[src/rtl/legv8_pkg.sv]
// Shared definitions for the LEGv8 multi-cycle control unit.
//  - opcode constants (full-width and prefix forms)
//  - ALU function-select codes
//  - ControlWord field offsets and the NOP word
//  - FSM state encoding
//  - pack_cw(): assembles a ControlWord and keeps XZR from being written
package legv8_pkg;

    localparam logic [10:0] OP_ADD  = 11'b10001011000;
    localparam logic [10:0] OP_SUB  = 11'b11001011000;
    localparam logic [10:0] OP_AND  = 11'b10001010000;
    localparam logic [10:0] OP_ORR  = 11'b10101010000;
    localparam logic [10:0] OP_LDUR = 11'b11111000010;
    localparam logic [10:0] OP_STUR = 11'b11111000000;
    localparam logic [9:0]  OP_ADDI = 10'b1001000100;
    localparam logic [9:0]  OP_SUBI = 10'b1101000100;
    localparam logic [7:0]  OP_CBZ  = 8'b10110100;
    localparam logic [5:0]  OP_B    = 6'b000101;

    localparam logic [4:0] FS_ADD = 5'b01000;
    localparam logic [4:0] FS_SUB = 5'b01010;
    localparam logic [4:0] FS_AND = 5'b00000;
    localparam logic [4:0] FS_ORR = 5'b00100;

    // ControlWord = {SA,SB,DA,RegWrite,MemWrite,FS,Bsel,EN_Mem,EN_ALU}
    localparam int CW_SA_LSB  = 20;
    localparam int CW_SB_LSB  = 15;
    localparam int CW_DA_LSB  = 10;
    localparam int CW_RW_BIT  = 9;
    localparam int CW_MW_BIT  = 8;
    localparam int CW_FS_LSB  = 3;
    localparam int CW_BS_BIT  = 2;
    localparam int CW_MEM_BIT = 1;
    localparam int CW_ALU_BIT = 0;

    localparam logic [24:0] NOP_CW = 25'b0;
    localparam logic [4:0]  XZR    = 5'd31;

    typedef enum logic [1:0] {
        S_IDLE  = 2'd0,
        S_FETCH = 2'd1,
        S_EXEC  = 2'd2,
        S_HALT  = 2'd3
    } state_e;

    // Assemble a ControlWord; a write to X31 is suppressed because XZR is hard zero.
    function automatic logic [24:0] pack_cw(
        input logic [4:0] sa,
        input logic [4:0] sb,
        input logic [4:0] da,
        input logic       rw,
        input logic       mw,
        input logic [4:0] fs,
        input logic       bsel,
        input logic       en_mem,
        input logic       en_alu
    );
        logic rw_eff;
        rw_eff = rw & (da != XZR);
        return {sa, sb, da, rw_eff, mw, fs, bsel, en_mem, en_alu};
    endfunction

endpackage

[src/rtl/legv8_decoder.sv]
// Combinational LEGv8 instruction decoder.
// Ports:
//  ir_i          in  32  instruction word
//  cw_o          out 25  datapath ControlWord
//  constant_o    out 64  immediate for the datapath B input
//  is_b_o        out 1   unconditional branch
//  is_cbz_o      out 1   compare-and-branch-if-zero
//  is_halt_o     out 1   all-zero word
//  is_illegal_o  out 1   opcode not recognised
module legv8_decoder
    import legv8_pkg::*;
(
    input  logic [31:0] ir_i,
    output logic [24:0] cw_o,
    output logic [63:0] constant_o,
    output logic        is_b_o,
    output logic        is_cbz_o,
    output logic        is_halt_o,
    output logic        is_illegal_o
);

    logic [10:0] op_s;
    logic [4:0]  rd_s;
    logic [4:0]  rn_s;
    logic [4:0]  rm_s;
    logic [4:0]  fs_r_s;

    assign op_s = ir_i[31:21];
    assign rd_s = ir_i[4:0];
    assign rn_s = ir_i[9:5];
    assign rm_s = ir_i[20:16];

    // ALU function for the register-register group
    always_comb begin
        case (op_s)
            OP_ADD:  fs_r_s = FS_ADD;
            OP_SUB:  fs_r_s = FS_SUB;
            OP_AND:  fs_r_s = FS_AND;
            OP_ORR:  fs_r_s = FS_ORR;
            default: fs_r_s = FS_ADD;
        endcase
    end

    // Main decode; the all-zero HALT word is tested before any opcode match
    always_comb begin
        cw_o         = NOP_CW;
        constant_o   = 64'd0;
        is_b_o       = 1'b0;
        is_cbz_o     = 1'b0;
        is_halt_o    = 1'b0;
        is_illegal_o = 1'b0;
        if (ir_i == 32'h0000_0000) begin
            is_halt_o = 1'b1;
        end else if (op_s == OP_ADD || op_s == OP_SUB || op_s == OP_AND || op_s == OP_ORR) begin
            cw_o = pack_cw(rn_s, rm_s, rd_s, 1'b1, 1'b0, fs_r_s, 1'b0, 1'b0, 1'b1);
        end else if (ir_i[31:22] == OP_ADDI || ir_i[31:22] == OP_SUBI) begin
            cw_o = pack_cw(rn_s, 5'd0, rd_s, 1'b1, 1'b0,
                           (ir_i[31:22] == OP_SUBI) ? FS_SUB : FS_ADD, 1'b1, 1'b0, 1'b1);
            constant_o = {52'd0, ir_i[21:10]};
        end else if (op_s == OP_LDUR) begin
            cw_o = pack_cw(rn_s, 5'd0, rd_s, 1'b1, 1'b0, FS_ADD, 1'b1, 1'b1, 1'b0);
            constant_o = {{55{ir_i[20]}}, ir_i[20:12]};
        end else if (op_s == OP_STUR) begin
            // Rt travels on the SB bus as store data
            cw_o = pack_cw(rn_s, rd_s, 5'd0, 1'b0, 1'b1, FS_ADD, 1'b1, 1'b1, 1'b0);
            constant_o = {{55{ir_i[20]}}, ir_i[20:12]};
        end else if (ir_i[31:24] == OP_CBZ) begin
            // Rt + 0 through the ALU so the datapath raises Z when Rt is zero
            cw_o = pack_cw(rd_s, XZR, XZR, 1'b0, 1'b0, FS_ADD, 1'b1, 1'b0, 1'b1);
            is_cbz_o = 1'b1;
        end else if (ir_i[31:26] == OP_B) begin
            is_b_o = 1'b1;
        end else begin
            is_illegal_o = 1'b1;
        end
    end

endmodule

[src/rtl/legv8_control_unit.sv]
// Multi-cycle LEGv8 control unit: fetches from a combinational ROM,
// presents a registered ControlWord/constant for one S_EXEC cycle per
// instruction and sequences the PC (including B and CBZ).
// Ports:
//  clock        in  1     rising-edge clock
//  reset        in  1     asynchronous, active-low
//  run          in  1     1 = keep executing, 0 = stop after current instruction
//  instr_data   in  32    instruction at instr_addr
//  status       in  4     {V,C,N,Z} from the datapath
//  instr_addr   out PC_W  fetch byte address (= pc)
//  ControlWord  out 25    datapath control
//  constant     out 64    datapath immediate
//  pc           out PC_W  current PC
//  halted       out 1     in S_HALT
//  illegal      out 1     sticky undecodable-opcode flag
module legv8_control_unit
    import legv8_pkg::*;
#(
    parameter logic [63:0] RESET_PC = 64'd0,
    parameter int          PC_W     = 64
) (
    input  logic            clock,
    input  logic            reset,
    input  logic            run,
    input  logic [31:0]     instr_data,
    input  logic [3:0]      status,
    output logic [PC_W-1:0] instr_addr,
    output logic [24:0]     ControlWord,
    output logic [63:0]     constant,
    output logic [PC_W-1:0] pc,
    output logic            halted,
    output logic            illegal
);

    state_e          state_q, state_d;
    logic [PC_W-1:0] pc_q, pc_d;
    logic [PC_W-1:0] ipc_q, ipc_d;
    logic [31:0]     ir_q, ir_d;
    logic [24:0]     cw_q, cw_d;
    logic [63:0]     const_q, const_d;
    logic            halted_q, halted_d;
    logic            illegal_q, illegal_d;

    logic [31:0]     dec_ir_s;
    logic [24:0]     dec_cw_s;
    logic [63:0]     dec_const_s;
    logic            dec_b_s, dec_cbz_s, dec_halt_s, dec_illegal_s;
    logic [PC_W-1:0] b_off_s, cbz_off_s;
    logic            unused_status_s;

    assign unused_status_s = ^status[3:1];

    // In S_FETCH decode the incoming word so ControlWord can be registered
    // on the same edge that captures IR; in S_EXEC decode the held IR.
    assign dec_ir_s = (state_q == S_FETCH) ? instr_data : ir_q;

    legv8_decoder u_dec (
        .ir_i         (dec_ir_s),
        .cw_o         (dec_cw_s),
        .constant_o   (dec_const_s),
        .is_b_o       (dec_b_s),
        .is_cbz_o     (dec_cbz_s),
        .is_halt_o    (dec_halt_s),
        .is_illegal_o (dec_illegal_s)
    );

    assign b_off_s   = {{(PC_W-28){ir_q[25]}}, ir_q[25:0], 2'b00};
    assign cbz_off_s = {{(PC_W-21){ir_q[23]}}, ir_q[23:5], 2'b00};

    // Next-state, PC sequencing and output-register loads
    always_comb begin
        state_d   = state_q;
        pc_d      = pc_q;
        ipc_d     = ipc_q;
        ir_d      = ir_q;
        cw_d      = NOP_CW;
        const_d   = 64'd0;
        halted_d  = halted_q;
        illegal_d = illegal_q;
        case (state_q)
            S_IDLE: begin
                if (run) begin
                    state_d = S_FETCH;
                end else begin
                    state_d = S_IDLE;
                end
            end
            S_FETCH: begin
                ir_d    = instr_data;
                ipc_d   = pc_q;
                cw_d    = dec_cw_s;
                const_d = dec_const_s;
                state_d = S_EXEC;
            end
            S_EXEC: begin
                if (dec_b_s) begin
                    pc_d = ipc_q + b_off_s;
                end else if (dec_cbz_s && status[0]) begin
                    pc_d = ipc_q + cbz_off_s;
                end else begin
                    pc_d = pc_q + {{(PC_W-3){1'b0}}, 3'd4};
                end
                if (dec_halt_s || dec_illegal_s) begin
                    state_d   = S_HALT;
                    halted_d  = 1'b1;
                    illegal_d = illegal_q | dec_illegal_s;
                end else if (run) begin
                    state_d = S_FETCH;
                end else begin
                    state_d = S_IDLE;
                end
            end
            S_HALT: begin
                state_d = S_HALT;
            end
            default: begin
                state_d = S_IDLE;
            end
        endcase
    end

    // State and output registers with asynchronous active-low reset
    always_ff @(posedge clock or negedge reset) begin
        if (!reset) begin
            state_q   <= S_IDLE;
            pc_q      <= RESET_PC[PC_W-1:0];
            ipc_q     <= RESET_PC[PC_W-1:0];
            ir_q      <= 32'd0;
            cw_q      <= NOP_CW;
            const_q   <= 64'd0;
            halted_q  <= 1'b0;
            illegal_q <= 1'b0;
        end else begin
            state_q   <= state_d;
            pc_q      <= pc_d;
            ipc_q     <= ipc_d;
            ir_q      <= ir_d;
            cw_q      <= cw_d;
            const_q   <= const_d;
            halted_q  <= halted_d;
            illegal_q <= illegal_d;
        end
    end

    assign instr_addr  = pc_q;
    assign pc          = pc_q;
    assign ControlWord = cw_q;
    assign constant    = const_q;
    assign halted      = halted_q;
    assign illegal     = illegal_q;

endmodule

[config.mk]
export PLATFORM = sky130hd
export DESIGN_NAME = legv8_control_unit
export DESIGN_NICKNAME = d
export VERILOG_FILES = /design/src/rtl/legv8_pkg.sv /design/src/rtl/legv8_decoder.sv /design/src/rtl/legv8_control_unit.sv
export SDC_FILE = /design/constraint.sdc
export NUM_CORES = 1
export LEC_CHECK = 0
export ABC_CLOCK_PERIOD_IN_PS = 11400
export BUFFER_PORTS_ARGS = -buffer_cell sky130_fd_sc_hd__buf_2
export CORE_MARGIN = 10
export CORE_UTILIZATION = 50
export DETAILED_ROUTE_END_ITERATION = 16
export GPL_ROUTABILITY_DRIVEN = 0
export PLACE_DENSITY = 0.72
export SETUP_SLACK_MARGIN = 0.1
export SYNTH_ARGS = -nofsm -noshare
export SYNTH_HDL_FRONTEND = slang
export SYNTH_SLANG_ARGS = --single-unit
[constraint.sdc]
create_clock -name clock -period 11.4 [get_ports clock]
set_input_delay 2.28 -clock clock [delete_from_list [all_inputs] [get_ports clock]]
set_output_delay 2.28 -clock clock [all_outputs]
set_load 0.02 [all_outputs]
==> flow_metrics.env, run 1 <==
export IMPL_start_util=0.509
export IMPL_layout_drive_gt1_share=0.133
export IMPL_ys_seq_elements=200
export IMPL_hpwl_mm=47.6
export IMPL_slew_viol_final=0
export IMPL_fill_cells=3350
export IMPL_multiInputGateArea_um2=11700
export IMPL_slowest_stage="or4_1"
export IMPL_cts_made_buffers=17
export IMPL_drt_first_iter_violations=2113
export IMPL_critical_path_arrival_ns=5.41
export IMPL_rsz0062_at_grt="no"
export IMPL_final_hold_viol_count=0
export IMPL_synth_flop_cell="dfrtp_1"
export IMPL_cp_start_kind="input port"
export IMPL_fmax_mhz=196
export IMPL_hold_path_class="reg -> reg"
export IMPL_synth_commonest_cells="461 x nand2_1, 223 x a21oi_1, 200 x dfrtp_1"
export IMPL_powerDensity_nw_per_um2=177
export IMPL_track_usage=0.273
export IMPL_drv_cap=0
export IMPL_yosysSeqAreaShare=0.274
export IMPL_yosys_area_share_xor_xnor=0.0696
export IMPL_r2r_end="instr_addr[56]$_DFFE_PN0P_"
export IMPL_io_buffers=252
export IMPL_cts_path_max_buffers=2
export IMPL_synthToLayoutAreaGrowth_pct=6.62
export IMPL_rr_worst_depth=10
export IMPL_crit_required_ns=11.71
export IMPL_holdWs_ns=0.463
export IMPL_syn_area_per_cell_um2=7.55
export IMPL_synth_top_cell_area_share=0.274
export IMPL_crit_start="instr_data[26]"
export IMPL_antenna_cells=0
export IMPL_synthAdderAreaFrac=0.0858
export IMPL_endpoint="instr_addr[56]$_DFFE_PN0P_"
export IMPL_synth_top_area_cell="dfrtp_1"
export IMPL_yosys_warnings=0
export IMPL_cts_resized_gates=0
export IMPL_r2r_slack_ns=6.54
export IMPL_cp_top_family="simple AND/OR/NAND/NOR gates"
export IMPL_setup_viol=0
export IMPL_fin_crit_sh=0.447
export IMPL_dieHeight_um=211
export IMPL_grt_max_degree=93
export IMPL_grt_ovfl_total=0
export IMPL_grt_pass1_vias=17300
export IMPL_synthSimpleGateAreaFrac=0.233
export IMPL_rows=69
export IMPL_cp_cell_sequence="buf_2, nor4bb_1, a31oi_1, nor3_1, and3_2, buf_4, nand2_1, or4_1, mux2i_1, o22ai_1"
export IMPL_yosys_cell_count_top_type="nand2_1"
export IMPL_slew_headroom=0.247
export IMPL_num_vias=18500
export IMPL_crit_path_end_kind="flop"
export IMPL_core_um2=35800
export IMPL_total_power_mw=3.45
export IMPL_cp_max_fo=55
export IMPL_reg2reg_from="state_q[1]$_DFF_PN0_"
export IMPL_clockRootBuffer="clkbuf_16"
export IMPL_fp_dieW_um=211
export IMPL_wirelength_mm=63.5
export IMPL_synth_cells=2416
export IMPL_ant_nets=0
export IMPL_ir_drop_uv=122
export IMPL_holdBufCountCts=0
export IMPL_synthDistinctLibCells=78
export IMPL_h_tree_depth=4
export IMPL_cp_depth=10
export IMPL_register_area_um2=5000
export IMPL_final_nets=2616
export IMPL_fin_cells=2926
export IMPL_die_area_um2=44500
export IMPL_placedCellCount=2895
export IMPL_clk_pin_slew_worst_paths_ns=0.08
export IMPL_synth_edf_count=0
export IMPL_grt_antenna_before_repair=1
export IMPL_fin_skew_ns=0.0127
export IMPL_post_route_util=0.543
export IMPL_synth_area_um2=18300
export IMPL_crit_buf_inv=2
export IMPL_routedWlPerCell_um=21.7
export IMPL_cts_tree="done"
export IMPL_async_reset_ff_frac=1.00
export IMPL_cpPeakStageDelay_ns=0.57
export IMPL_firstDrtPassIters=6
export IMPL_synth_compound_area_frac=0.239
export IMPL_grt_pass1_wl_mm=97.2
export IMPL_synth_area_leaders="dfrtp_1 27%, nand2_1 9.5%, ha_1 8.4%"
export IMPL_worstSkewPairLatency_ns=0.48
export IMPL_worst_pin_slew_ns=1.12
export IMPL_ios=258
export IMPL_synth_top_family_by_area="compound AO/OA/AOI/OAI gates"
export IMPL_critical_path_class="in -> reg"
export IMPL_fin_tns_setup_ns=0
export IMPL_status="finished, final reports clean"
export IMPL_p_leak_nw=9.30
export IMPL_synth_mux_area_fraction=0.0106
export IMPL_routed_via_density=6.32
export IMPL_drc=0
export IMPL_fin_crit_ns=5.10
export IMPL_cts_sinks=200
export IMPL_post_cts_setup_buffers=0
==> cells by family (layout without fill, tap and decap cells) <==
group                      count (synthesis)  count (layout)
AOI/OAI and AO/OA                        697             697
xor gates and xnor gates                 145             145
adders and majority gates                124             124
buffers and inverters                    300             348
DFF                                      200             200
muxes                                     19              19
other                                      1               2
and+or+nand+nor                          930             930
==> report_power, final <==
group          internal [mW]  total (mW)  leakage [nW]  switching, mW
registers              0.799       0.975          2.48          0.176
logic                  0.656        1.80          6.52           1.15
clock network          0.338       0.673         0.305          0.335
==> sequential cells by signal (all words and copies together) (netlist names) <==
signal and cells:
ir_q 32, ControlWord 23, constant 13, instr_addr 64, halted 1, state_q 2
ipc_q 64, illegal 1
==> how the worst min path moves through the flow <==
stage	startpoint	end	slack [ns]	cells past startpoint
6_report	halted$_DFFE_PN0P_	halted$_DFFE_PN0P_	0.46	1
3_3_place_gp	halted$_DFFE_PN0P_	halted$_DFFE_PN0P_	0.44	1
3_5_place_dp	halted$_DFFE_PN0P_	halted$_DFFE_PN0P_	0.44	1
5_1_grt	halted$_DFFE_PN0P_	halted$_DFFE_PN0P_	0.48	1
2_1_floorplan	ipc_q[0]$_DFFE_PN0N_	ipc_q[0]$_DFFE_PN0N_	0.44	2
4_1_cts	halted$_DFFE_PN0P_	halted$_DFFE_PN0P_	0.46	1
==> cells in the final DEF, fill, tap and decap left out, drive strengths merged, types with 20 or more instances in the layout <==
cell    count
a211oi     36
ha        122
dfrtp     200
a31oi      35
xnor2      87
o21ai     164
a21oi     224
nand3      53
nand4      61
o21bai     26
and3       29
o211ai     20
nor3       37
nor2      164
buf       268
nand2     461
nor4       23
a21o       74
xor2       58
inv        54
==> stage by stage <==
| stage | cell area [um^2] | setup slack, ns |
|---|---|---|
| floorplan | 18300 | 7.20 |
| detailed placement | 18800 | 5.97 |
| global placement | 18800 | 6.07 |
| CTS | 19500 | 6.41 |
| finish | 19500 | 6.30 |
| global route | 19500 | 6.15 |
==> final cells by class <==
type                       instances  share of cell area
clock buffer                      17              0.0219
clock inverter                    14              0.0104
inverter                          48             0.00926
multi-input combinational       1917               0.600
sequential                       200               0.257
tap                              461              0.0296
timing repair buffer             269              0.0718
==> routing by layer <==
| metal | GRT usage | part of all wire |
|---|---|---|
| met1 | 0.355 | 0.41 |
| met2 | 0.436 | 0.45 |
| met4 | 0.111 | 0.042 |
| met5 | 0 | 0.00020 |
| met3 | 0.0531 | 0.097 |
Note: power is estimated with default switching activity, not from simulation.
==> run 2: changes to the inputs <==
--- a/config.mk
+++ b/config.mk
@@ -5,7 +5,7 @@
 export SDC_FILE = /design/constraint.sdc
 export NUM_CORES = 1
 export LEC_CHECK = 0
-export ABC_CLOCK_PERIOD_IN_PS = 11400
+export ABC_CLOCK_PERIOD_IN_PS = 5000
 export BUFFER_PORTS_ARGS = -buffer_cell sky130_fd_sc_hd__buf_2
 export CORE_MARGIN = 10
 export CORE_UTILIZATION = 50
==> constraint.sdc (replaced) <==
create_clock -name clock -period 5 [get_ports clock]
set_input_delay 1 -clock clock [delete_from_list [all_inputs] [get_ports clock]]
set_output_delay 1 -clock clock [all_outputs]
set_load 0.02 [all_outputs]
==> flow_metrics.env, run 2 (synthesis results as in run 1) <==
export IMPL_drv_cap=0
export IMPL_worst_pin_slew_ns=1.16
export IMPL_start_util=0.509
export IMPL_grt_pass1_vias=17600
export IMPL_grt_max_degree=102
export IMPL_place_area_um2=18900
export IMPL_hpwl_mm=48.5
export IMPL_r2r_slack_ns=0.43
export IMPL_rows=69
export IMPL_crit_start="ir_q[25]$_DFF_PN0_"
export IMPL_reg2reg_from="ir_q[25]$_DFF_PN0_"
export IMPL_grt_ovfl_total=0
export IMPL_crit_buf_inv=2
export IMPL_status="finished, final reports clean"
export IMPL_dieHeight_um=211
export IMPL_drt_first_iter_violations=2000
export IMPL_cts_made_buffers=17
export IMPL_grt_pass1_wl_mm=99.1
export IMPL_p_leak_nw=9.34
export IMPL_fin_crit_ns=4.57
export IMPL_layout_drive_gt1_share=0.136
export IMPL_io_buffers=252
export IMPL_cts_tree="done"
export IMPL_post_cts_setup_buffers=0
export IMPL_clkPwrFrac=0.192
export IMPL_ir_drop_uv=266
export IMPL_antenna_cells=0
export IMPL_hold_path_class="reg -> reg"
export IMPL_final_nets=2623
export IMPL_synthToLayoutAreaGrowth_pct=7.01
export IMPL_setup_viol=0
export IMPL_fin_skew_ns=0.0124
export IMPL_firstDrtPassIters=6
export IMPL_slew_viol_final=0
export IMPL_cts_sinks=200
export IMPL_seq_power_share=0.284
export IMPL_routed_via_density=6.36
export IMPL_rsz0062_at_grt="no"
export IMPL_ant_nets=0
export IMPL_track_usage=0.277
export IMPL_h_tree_depth=4
export IMPL_final_cell_mix="461 x nand2_1, 251 x buf_2, 223 x a21oi_1, 200 x dfrtp_1, 164 x nor2_1"
export IMPL_switchingPower_mw=3.84
export IMPL_fp_dieW_um=211
export IMPL_swShare=0.488
export IMPL_critical_path_class="reg -> reg"
export IMPL_cp_top_family="compound AO/OA/AOI/OAI gates"
export IMPL_clk_pin_slew_worst_paths_ns=0.09
export IMPL_grt_antenna_before_repair=2
export IMPL_routedWlPerCell_um=21.8
export IMPL_fin_crit_sh=0.914
export IMPL_fmax_mhz=219
export IMPL_stdcell_area_um2=19500
export IMPL_num_vias=18700
export IMPL_core_um2=35800
export IMPL_crit_required_ns=5.39
export IMPL_cp_cell_sequence="buf_4, ha_1, a21oi_1, o211ai_1, a41oi_1, o22ai_1, a2111oi_0, buf_4, nor2_1, a31oi_1, xnor2_1, a211oi_1, nor3_1"
export IMPL_cp_start_kind="flop"
export IMPL_fill_cells=3324
export IMPL_slew_headroom=0.218
export IMPL_p_int_mw=4.03
export IMPL_holdCritStartpoint="halted$_DFFE_PN0P_"
export IMPL_fin_tns_setup_ns=0
export IMPL_comb_power_share=0.525
export IMPL_final_hold_viol_count=0
export IMPL_drc=0
export IMPL_cts_path_max_buffers=2
export IMPL_wirelength_mm=64.0
export IMPL_worstSkewPairLatency_ns=0.48
export IMPL_slowest_stage="dfrtp_1"
export IMPL_ios=258
export IMPL_holdBufCountCts=0
export IMPL_cpPeakStageDelay_ns=0.90
export IMPL_cp_max_fo=14
export IMPL_crit_path_end_kind="flop"
export IMPL_die_area_um2=44500
export IMPL_powerDensity_nw_per_um2=403
export IMPL_clockRootBuffer="clkbuf_16"
export IMPL_critical_path_arrival_ns=4.96
export IMPL_layout_commonest_cell="nand2_1"
export IMPL_critPathMostFrequentCell="buf_4"
export IMPL_cts_resized_gates=0
## run 2: cell type report
type                       count  area (um^2)  area share
multi-input combinational   1917        11700       0.598
tap                          461          577      0.0295
clock inverter                14          195     0.00999
sequential                   200         5000       0.256
inverter                      48          180     0.00922
timing repair buffer         276         1460      0.0749
clock buffer                  18          439      0.0225
## run 2: final timing paths
path,end,cells past startpoint
min in group asynchronous,ipc_q[17]$_DFFE_PN0N_,1
setup / recovery,instr_addr[60]$_DFFE_PN0P_,13
hold / removal,halted$_DFFE_PN0P_,1
setup reg to reg,instr_addr[60]$_DFFE_PN0P_,13
hold reg to reg,halted$_DFFE_PN0P_,1
max in group asynchronous,instr_addr[57]$_DFFE_PN0P_,2
## run 2: metrics by stage
| step | total power, mW | setup slack [ns] | hold WS, ns | utilization | cells |
|---|---|---|---|---|---|
| finish | 7.87 | 0.432 | 0.467 | 0.545 | 2934 |
| global route | 8.33 | 0.399 | 0.489 | 0.545 | 2934 |
| CTS | 7.76 | 0.720 | 0.463 | 0.545 | 2934 |
| detailed placement | 6.24 | 0.797 | 0.443 | 0.527 | 2902 |
| global placement | 6.17 | 0.768 | 0.437 | 0.527 | 2902 |
| floorplan | 5.20 | 1.35 | 0.442 | - | 2417 |
## run 2: power groups by stage
stage	registers, mW	logic, mW	clock network, mW
CTS	2.22	4.02	1.52
global route	2.26	4.49	1.58
finish	2.23	4.13	1.51
floorplan	2.21	2.98	0
detailed placement	2.25	3.99	0
global placement	2.24	3.94	0
## run 2: routing by layer
layer,part of all wire,wire length (um),global-route usage,vias to the layer above
met2,0.44,28200,0.432,1098
met5,0.00034,22,0,-
li1,-,-,-,8616
met3,0.10,6600,0.0650,201
met1,0.41,26000,0.359,8739
met4,0.049,3160,0.126,4
